`config.mk`:
```
export PLATFORM = sky130hd
export DESIGN_NAME = interrupt_controller
export DESIGN_NICKNAME = d
export VERILOG_FILES = /design/src/rtl/interrupt_controller.sv
export SDC_FILE = /design/constraint.sdc
export NUM_CORES = 1
export LEC_CHECK = 0
export ABC_CLOCK_PERIOD_IN_PS = 1600
export CAP_MARGIN = 20
export CORE_ASPECT_RATIO = 0.5
export CORE_MARGIN = 5
export CORE_UTILIZATION = 40
export DETAILED_ROUTE_END_ITERATION = 12
export PLACE_DENSITY = 0.86
export SETUP_SLACK_MARGIN = 0.4
export SYNTH_ARGS = -nofsm -noshare
export SYNTH_HDL_FRONTEND = slang
export SYNTH_SLANG_ARGS = --single-unit
```
`constraint.sdc`:
```
create_clock -name clk -period 1.6 [get_ports clk]
set_input_delay 0.4 -clock clk [delete_from_list [all_inputs] [get_ports clk]]
set_output_delay 0.4 -clock clk [all_outputs]
set_load 0.005 [all_outputs]
```
`src/rtl/interrupt_controller.sv`:
```
// Fixed-priority 4-line interrupt controller: edge-latched pending flags, enable mask, vectored request, return-PC replay.
// A rise sampled at edge k is pending after k+2 and requested after k+3; int_req holds until ack, there is no timeout.
module interrupt_controller #(
    parameter logic [7:0] VEC_BASE   = 8'hF0,
    parameter int         VEC_STRIDE = 4
) (
    input  logic       clk,
    input  logic       reset,
    input  logic [3:0] irq,
    input  logic       mask_wr,
    input  logic [3:0] mask_data,
    input  logic [7:0] pc,
    input  logic       ack,
    input  logic       reti,
    output logic       int_req,
    output logic [7:0] int_vector,
    output logic       ret_jmp,
    output logic [7:0] ret_addr,
    output logic [1:0] active_id,
    output logic       in_service,
    output logic [3:0] pending,
    output logic [3:0] mask
);

    typedef enum logic [1:0] {IDLE, REQ, SERVICE, RETURN} state_t;

    state_t     state_q, state_d;
    logic [3:0] sync1_q, sync1_d;
    logic [3:0] sync2_q, sync2_d;
    logic [3:0] sync3_q, sync3_d;
    logic [2:0] prime_q, prime_d;
    logic [3:0] pending_q, pending_d;
    logic [3:0] mask_q, mask_d;
    logic       int_req_q, int_req_d;
    logic [7:0] int_vector_q, int_vector_d;
    logic       ret_jmp_q, ret_jmp_d;
    logic [7:0] ret_addr_q, ret_addr_d;
    logic [1:0] active_id_q, active_id_d;
    logic       in_service_q, in_service_d;

    logic [3:0] rise;
    logic [3:0] elig;
    logic [3:0] clr;
    logic [1:0] sel_id;

    always_comb begin
        sync1_d      = irq;
        sync2_d      = sync1_q;
        sync3_d      = sync2_q;
        // Edges are only trusted once the whole chain holds real samples, so a
        // line held high across reset release does not look like a new rise.
        prime_d      = {prime_q[1:0], 1'b1};
        rise         = sync2_q & ~sync3_q & {4{prime_q[2]}};
        elig         = pending_q & mask_q;

        sel_id = 2'd0;
        for (int i = 3; i >= 0; i--) begin
            if (elig[i]) begin
                sel_id = 2'(i);
            end
        end

        clr          = 4'b0000;
        state_d      = state_q;
        int_req_d    = int_req_q;
        int_vector_d = int_vector_q;
        ret_jmp_d    = ret_jmp_q;
        ret_addr_d   = ret_addr_q;
        active_id_d  = active_id_q;
        in_service_d = in_service_q;

        case (state_q)
            IDLE: begin
                if (elig != 4'b0000) begin
                    active_id_d  = sel_id;
                    int_vector_d = VEC_BASE + 8'(sel_id) * 8'(VEC_STRIDE);
                    int_req_d    = 1'b1;
                    state_d      = REQ;
                end
            end
            REQ: begin
                if (ack) begin
                    ret_addr_d   = pc;
                    clr          = 4'b0001 << active_id_q;
                    in_service_d = 1'b1;
                    int_req_d    = 1'b0;
                    state_d      = SERVICE;
                end
            end
            SERVICE: begin
                if (reti) begin
                    in_service_d = 1'b0;
                    ret_jmp_d    = 1'b1;
                    state_d      = RETURN;
                end
            end
            RETURN: begin
                ret_jmp_d = 1'b0;
                state_d   = IDLE;
            end
            default: state_d = IDLE;
        endcase

        // A new rise in the same cycle as the ack clear keeps the flag set.
        pending_d = (pending_q & ~clr) | rise;
        mask_d    = mask_wr ? mask_data : mask_q;
    end

    always_ff @(posedge clk or negedge reset) begin
        if (!reset) begin
            state_q      <= IDLE;
            sync1_q      <= 4'b0000;
            sync2_q      <= 4'b0000;
            sync3_q      <= 4'b0000;
            prime_q      <= 3'b000;
            pending_q    <= 4'b0000;
            mask_q       <= 4'b0000;
            int_req_q    <= 1'b0;
            int_vector_q <= 8'h00;
            ret_jmp_q    <= 1'b0;
            ret_addr_q   <= 8'h00;
            active_id_q  <= 2'd0;
            in_service_q <= 1'b0;
        end else begin
            state_q      <= state_d;
            sync1_q      <= sync1_d;
            sync2_q      <= sync2_d;
            sync3_q      <= sync3_d;
            prime_q      <= prime_d;
            pending_q    <= pending_d;
            mask_q       <= mask_d;
            int_req_q    <= int_req_d;
            int_vector_q <= int_vector_d;
            ret_jmp_q    <= ret_jmp_d;
            ret_addr_q   <= ret_addr_d;
            active_id_q  <= active_id_d;
            in_service_q <= in_service_d;
        end
    end

    assign int_req    = int_req_q;
    assign int_vector = int_vector_q;
    assign ret_jmp    = ret_jmp_q;
    assign ret_addr   = ret_addr_q;
    assign active_id  = active_id_q;
    assign in_service = in_service_q;
    assign pending    = pending_q;
    assign mask       = mask_q;

endmodule

```
Word level (Yosys, flattened, before mapping)
Index checks and enable logic that the tools add are counted.

Bits in registers: 46. Logic and storage cells: 57.

Add/subtract/negate cells: 1. Equal/unequal tests: 6. Shifts and indexed selects: 1. Muxes and demuxes: 18. Bitwise operators: 7. Reduce and logical (&&, ||, !) cells: 11.

Operators by type and width (number): $and 4x4->4 (4); $mux 2 (7); $reduce_and 3->1 (3); $mux 4 (2); $not 4->4 (2); $pmux 2 s4 (1); $add 5x5->6 const A (1); $ne 2x2->1 const B (3); $pmux 1 s2 (3); $reduce_and 2->1 (3); $reduce_bool 2->1 (3); $mux 1 (5); $eq 2x2->1 const B (2); $or 4x4->4 (1); $reduce_bool 4->1 (1); $shl 1x2->4 const A (1); $eq 2x1->1 const B (1); $logic_not 2->1 (1).

Logic depth before layout (Yosys ltp)
Depth in word-level cells: 6. Depth in mapped cells: 6. Mapped depth without buffers: 5.

Least setup slack after synthesis
OpenSTA, ideal clock, no wires.

Kind: reg2reg. Start point: register state_q[1]. End point: register state_q[1]. Library setup time: 0.127 ns. Data arrival time: 1.528 ns. Required time: 1.473 ns. Path slack: -0.055 ns. Stages on the path, launching flop included: 6. Path buffers: 1. Period minus slack after synthesis: 1.655 ns. Cells stage by stage: dfrtp_1 inv_1 ha_1 clkbuf_1 a222oi_1 mux2_1.

Word-level cells in the longest chain between the ends: 3. Elaborated cells between the ends (all ways): 9. Those cells by class: 6 x eq/ne; 1 x mux; 2 x reduce/logical.

RTL lines: start, declared (RTL line 27) `state_t state_q, state_d;`; start signal, assigned (RTL line 125) `state_q <= state_d;`; $eq 2x2->1 (tied with other cells) (RTL line 72) `case (state_q)`; $ne 2x2->1 (no line); $reduce_and 3->1 (no line).

Several ways; a longest one is shown, not always the timed one. A chain may end at the register's enable or synchronous reset.

Final worst setup path
Start point: register state_q[1]. End point: register state_q[0].

The elaborated chain is that of the path after synthesis.

==> flow_results.org <==
** STA
- Of the available clock period, the critical path in the final layout requires 1.04.
- Fin Clk Skew :: 0.00839 ns
- Total count of hold-check failures in the final report :: 0
- Upper clock frequency limit :: 600 MHz
- Worst path setup slack after routing :: -0.0677 ns
- Setup violations remaining at the end of the flow were counted as 2.
- Shortest period the worst path allows :: 1.67 ns
- The final max-slew violation count came to 0.
- Unrepaired setup endpoints after global routing :: true
- Worst Hold Margin :: 0.149 ns

** Layout
- Measured on the finished design, the core utilization comes to 0.733.
- For this run, the post-layout net count is 229.
- Fraction of layout instances using a drive strength above 1 :: 0.569
- Footprint of the flip-flops and latches :: 981 um2
- The library cell used most frequently in the layout, excluding fill and tap cells, is sky130_fd_sc_hd__dfrtp_1.
- 0 antenna diodes ended up in the layout.
- P&R area growth vs syn :: 72.5%
- Summing all multi-input logic gate instances after layout gives 596 um2.
- The layout has 228 filler cells.
- Most frequent cells in the layout :: sky130_fd_sc_hd__dfrtp_1 (35), sky130_fd_sc_hd__buf_6 (30), sky130_fd_sc_hd__buf_4 (24)

** Run
- The tool flagged a number of max-cap violations equal to 0.

** GRT
- Met3 track demand over resource in global routing :: 0.0526
- Vias in the first global route :: 1312
- Most used routing layer :: met2
- The first global-routing pass estimated 6.51 mm of wire.
- Global routing met1 resource utilization :: 0.183
- For met2 alone, demand over resource in global routing was 0.298.
- Maximum number of pins on one net before global-route repair :: 40
- Across every metal layer, demand over resource in global routing totals 0.165.
- Antenna violations before repair :: 0
- Global routing finished with a remaining overflow of 0.

** Critical path
- Highest fanout seen on the critical path :: 4
- The setup path with the least slack is of type flip-flop to flip-flop.
- STA puts the critical path data required time at 1.80 ns.
- Arrival time worst endpoint :: 1.87 ns
- The worst setup path is captured at a flip-flop.
- Crit path launch type :: flip-flop

** Synth
- Share of synthesized flip-flops with an asynchronous set or reset :: 1.00
- Synthesis inferred 39 register bits.
- Cell taking the most area after synthesis :: sky130_fd_sc_hd__dfrtp_1
- Largest cells by area after synthesis :: sky130_fd_sc_hd__dfrtp_1 (65%), sky130_fd_sc_hd__mux2_2 (9.0%), sky130_fd_sc_hd__ha_1 (4.2%)
- Library cells used by synthesis :: 27
- Number of warnings printed during yosys synthesis :: 0
- The synthesized design contains 0 enable-type register cells.
- Dividing the synthesized area by the synthesized cell count gives 13.5 um2.
- Cell count after synthesis :: 111
- Of the post-synthesis cell area, the dominant cell type holds 0.651.
- Fraction of the yosys area taken by sequential cells :: 0.651
- The most used flip-flop cell after synthesis is sky130_fd_sc_hd__dfrtp_1.
- Synth Cell Area :: 1500 um2

** Power and ir drop
- IR analysis of the VDD net gives a maximum drop of 0.660 mV.
- For this design the static power due to leakage is 0.00123 uW.
- For this design the ratio of total power to cell area is 1700 nW/um2.
- The completed layout was analyzed and its total power is 4390 uW.

** Floorplan
- For this configuration, the core starts out at a cell density of 0.425.
- The floorplan has 15 rows.
- Width of the die :: 96.6 um
- Area enclosed by the die boundary :: 5150 um2
- In this run the count of I/O pins placed on the die edge is 50.
- In this run the standard cell core region covers 3530 um2.
- The floorplan step set the die height to 53.3 um.

** Routing
- The count of nets left with antenna violations once routing finished came out at 0.
- The final route contains 1245 vias.
- First-pass DRT Iterations :: 4
- In the final routed layout, each cell accounts on average for 18.3 um.
- After the first detailed-routing iteration, the DRC count stood at 31.
- Per-cell via count in the routed design :: 4.88
- In the routed design, unresolved DRC markers number 0.
- Aggregate routed wire length :: 4.66 mm

** Placement
- The congestion estimate from routability-driven global placement came to 0.745.
- During placement, the flow inserted port buffers numbering 47.
- After legalization and detailed placement, the total HPWL measured 2.51 mm.

** Run status
- Outcome :: complete, but fails checks
- The final reports fail on setup timing.

** Clock tree
- In this run the clock root is driven by a sky130_fd_sc_hd__clkbuf_8.
- The clock reaches the later pin of the worst-skew pair after 0.29 ns.
- Sink count of the clock tree :: 39
- Clk buf depth :: 2
- After clock tree synthesis, the clock-pin slew on the worst setup and hold paths is 0.08 ns.
- The H-tree was split into 2 levels.
- TritonCTS created 5 clock buffers.
- TritonCTS built the clock tree.

** Worst hold path
- Worst hold path class :: input port to async pin
-- critical path: stages, from the launching register on --
cell	delay [ns]
sky130_fd_sc_hd__dfrtp_2	0.44
sky130_fd_sc_hd__inv_2	0.08
sky130_fd_sc_hd__ha_4	0.17
sky130_fd_sc_hd__a222oi_1	0.48
sky130_fd_sc_hd__buf_4	0.20
sky130_fd_sc_hd__mux2i_2	0.22
-- final timing paths --
| check | startpoint | endpoint | slack, ns | cells after the start |
|---|---|---|---|---|
| max | state_q[1] | state_q[0] | -0.07 | 5 |
| min | reset | int_vector[3] | 0.15 | 2 |
| max reg2reg | state_q[1] | state_q[0] | -0.07 | 5 |
| min reg2reg | sync1_q[0] | sync2_q[0] | 0.35 | 0 |
| max in group asynchronous | reset | state_q[1] | 1.09 | 2 |
| min in group clk | sync1_q[0] | sync2_q[0] | 0.35 | 0 |
-- per-stage QoR --
step	setup WS, ns	cells	instance area [um2]	TNS (ns)
4_1_cts	0.00550	249	2430	0
5_1_grt	-0.142	255	2590	-0.266
3_5_place_dp	-0.256	209	2050	-1.45
6_report	-0.0677	255	2590	-0.134
2_1_floorplan	-0.0281	112	1530	-0.0281
3_3_place_gp	-0.203	209	2050	-1.21
-- Yosys cell counts (2+ instances only) --
| cell type | instances |
|---|---|
| sky130_fd_sc_hd__nor2_1 | 2 |
| sky130_fd_sc_hd__a21oi_1 | 4 |
| sky130_fd_sc_hd__buf_4 | 7 |
| sky130_fd_sc_hd__o21ai_0 | 5 |
| sky130_fd_sc_hd__a21o_1 | 2 |
| sky130_fd_sc_hd__o21ai_1 | 2 |
| sky130_fd_sc_hd__a22o_2 | 2 |
| sky130_fd_sc_hd__nand3b_1 | 2 |
| sky130_fd_sc_hd__ha_1 | 5 |
| sky130_fd_sc_hd__dfrtp_1 | 39 |
| sky130_fd_sc_hd__inv_1 | 5 |
| sky130_fd_sc_hd__mux2_2 | 12 |
| sky130_fd_sc_hd__nand2_1 | 7 |
| sky130_fd_sc_hd__nand3_1 | 3 |
| sky130_fd_sc_hd__conb_1 | 2 |
-- cells by family (layout without fill, tap and decap cells) --
kind of cell | after synthesis | after routing | share of synthesized area
other cells | 2 | 3 | 0.00501
fa+ha+maj | 5 | 5 | 0.0417
buf+inv | 14 | 106 | 0.0525
compound gates | 21 | 21 | 0.0951
flops | 39 | 39 | 0.651
mux | 14 | 14 | 0.104
simple gates | 16 | 16 | 0.0509
-- state kept, by name, indices dropped and copies added (netlist names), 2 cells and up --
signal and count:
prime_q 3, sync2_q 4, state_q 2, int_vector 2, ret_addr 8, sync3_q 4, sync1_q 4, pending 4
mask 4
-- metal layers --
layer	up-vias	part of all wire	wire [um]
met5	-	0	0
met4	0	0.033	156
met3	13	0.045	210
met2	51	0.53	2480
met1	620	0.39	1810
li1	561	-	-
-- report_power, final --
part           internal [uW]  switching, uW  total, uW
Clock                    351            345        697
Sequential              1260            213       1480
Combinational           1280            938       2210
-- layout make-up --
class / instances / share of cell area
tap: 51 / 0.0247
timing repair buffer: 92 / 0.318
sequential: 39 / 0.379
clock buffer: 6 / 0.0319
clock inverter: 2 / 0.00629
multi-input combinational: 59 / 0.230
inverter: 6 / 0.00967
-- timing repair --
item	4_1_cts	5_1_grt
gates resized for setup	132	40
cloned	0	0
hold buffers	0	0
pin swaps	4	9
setup buffers	32	6
setup endpoints to repair	46	47
Power figures use the tool's default switching activity.
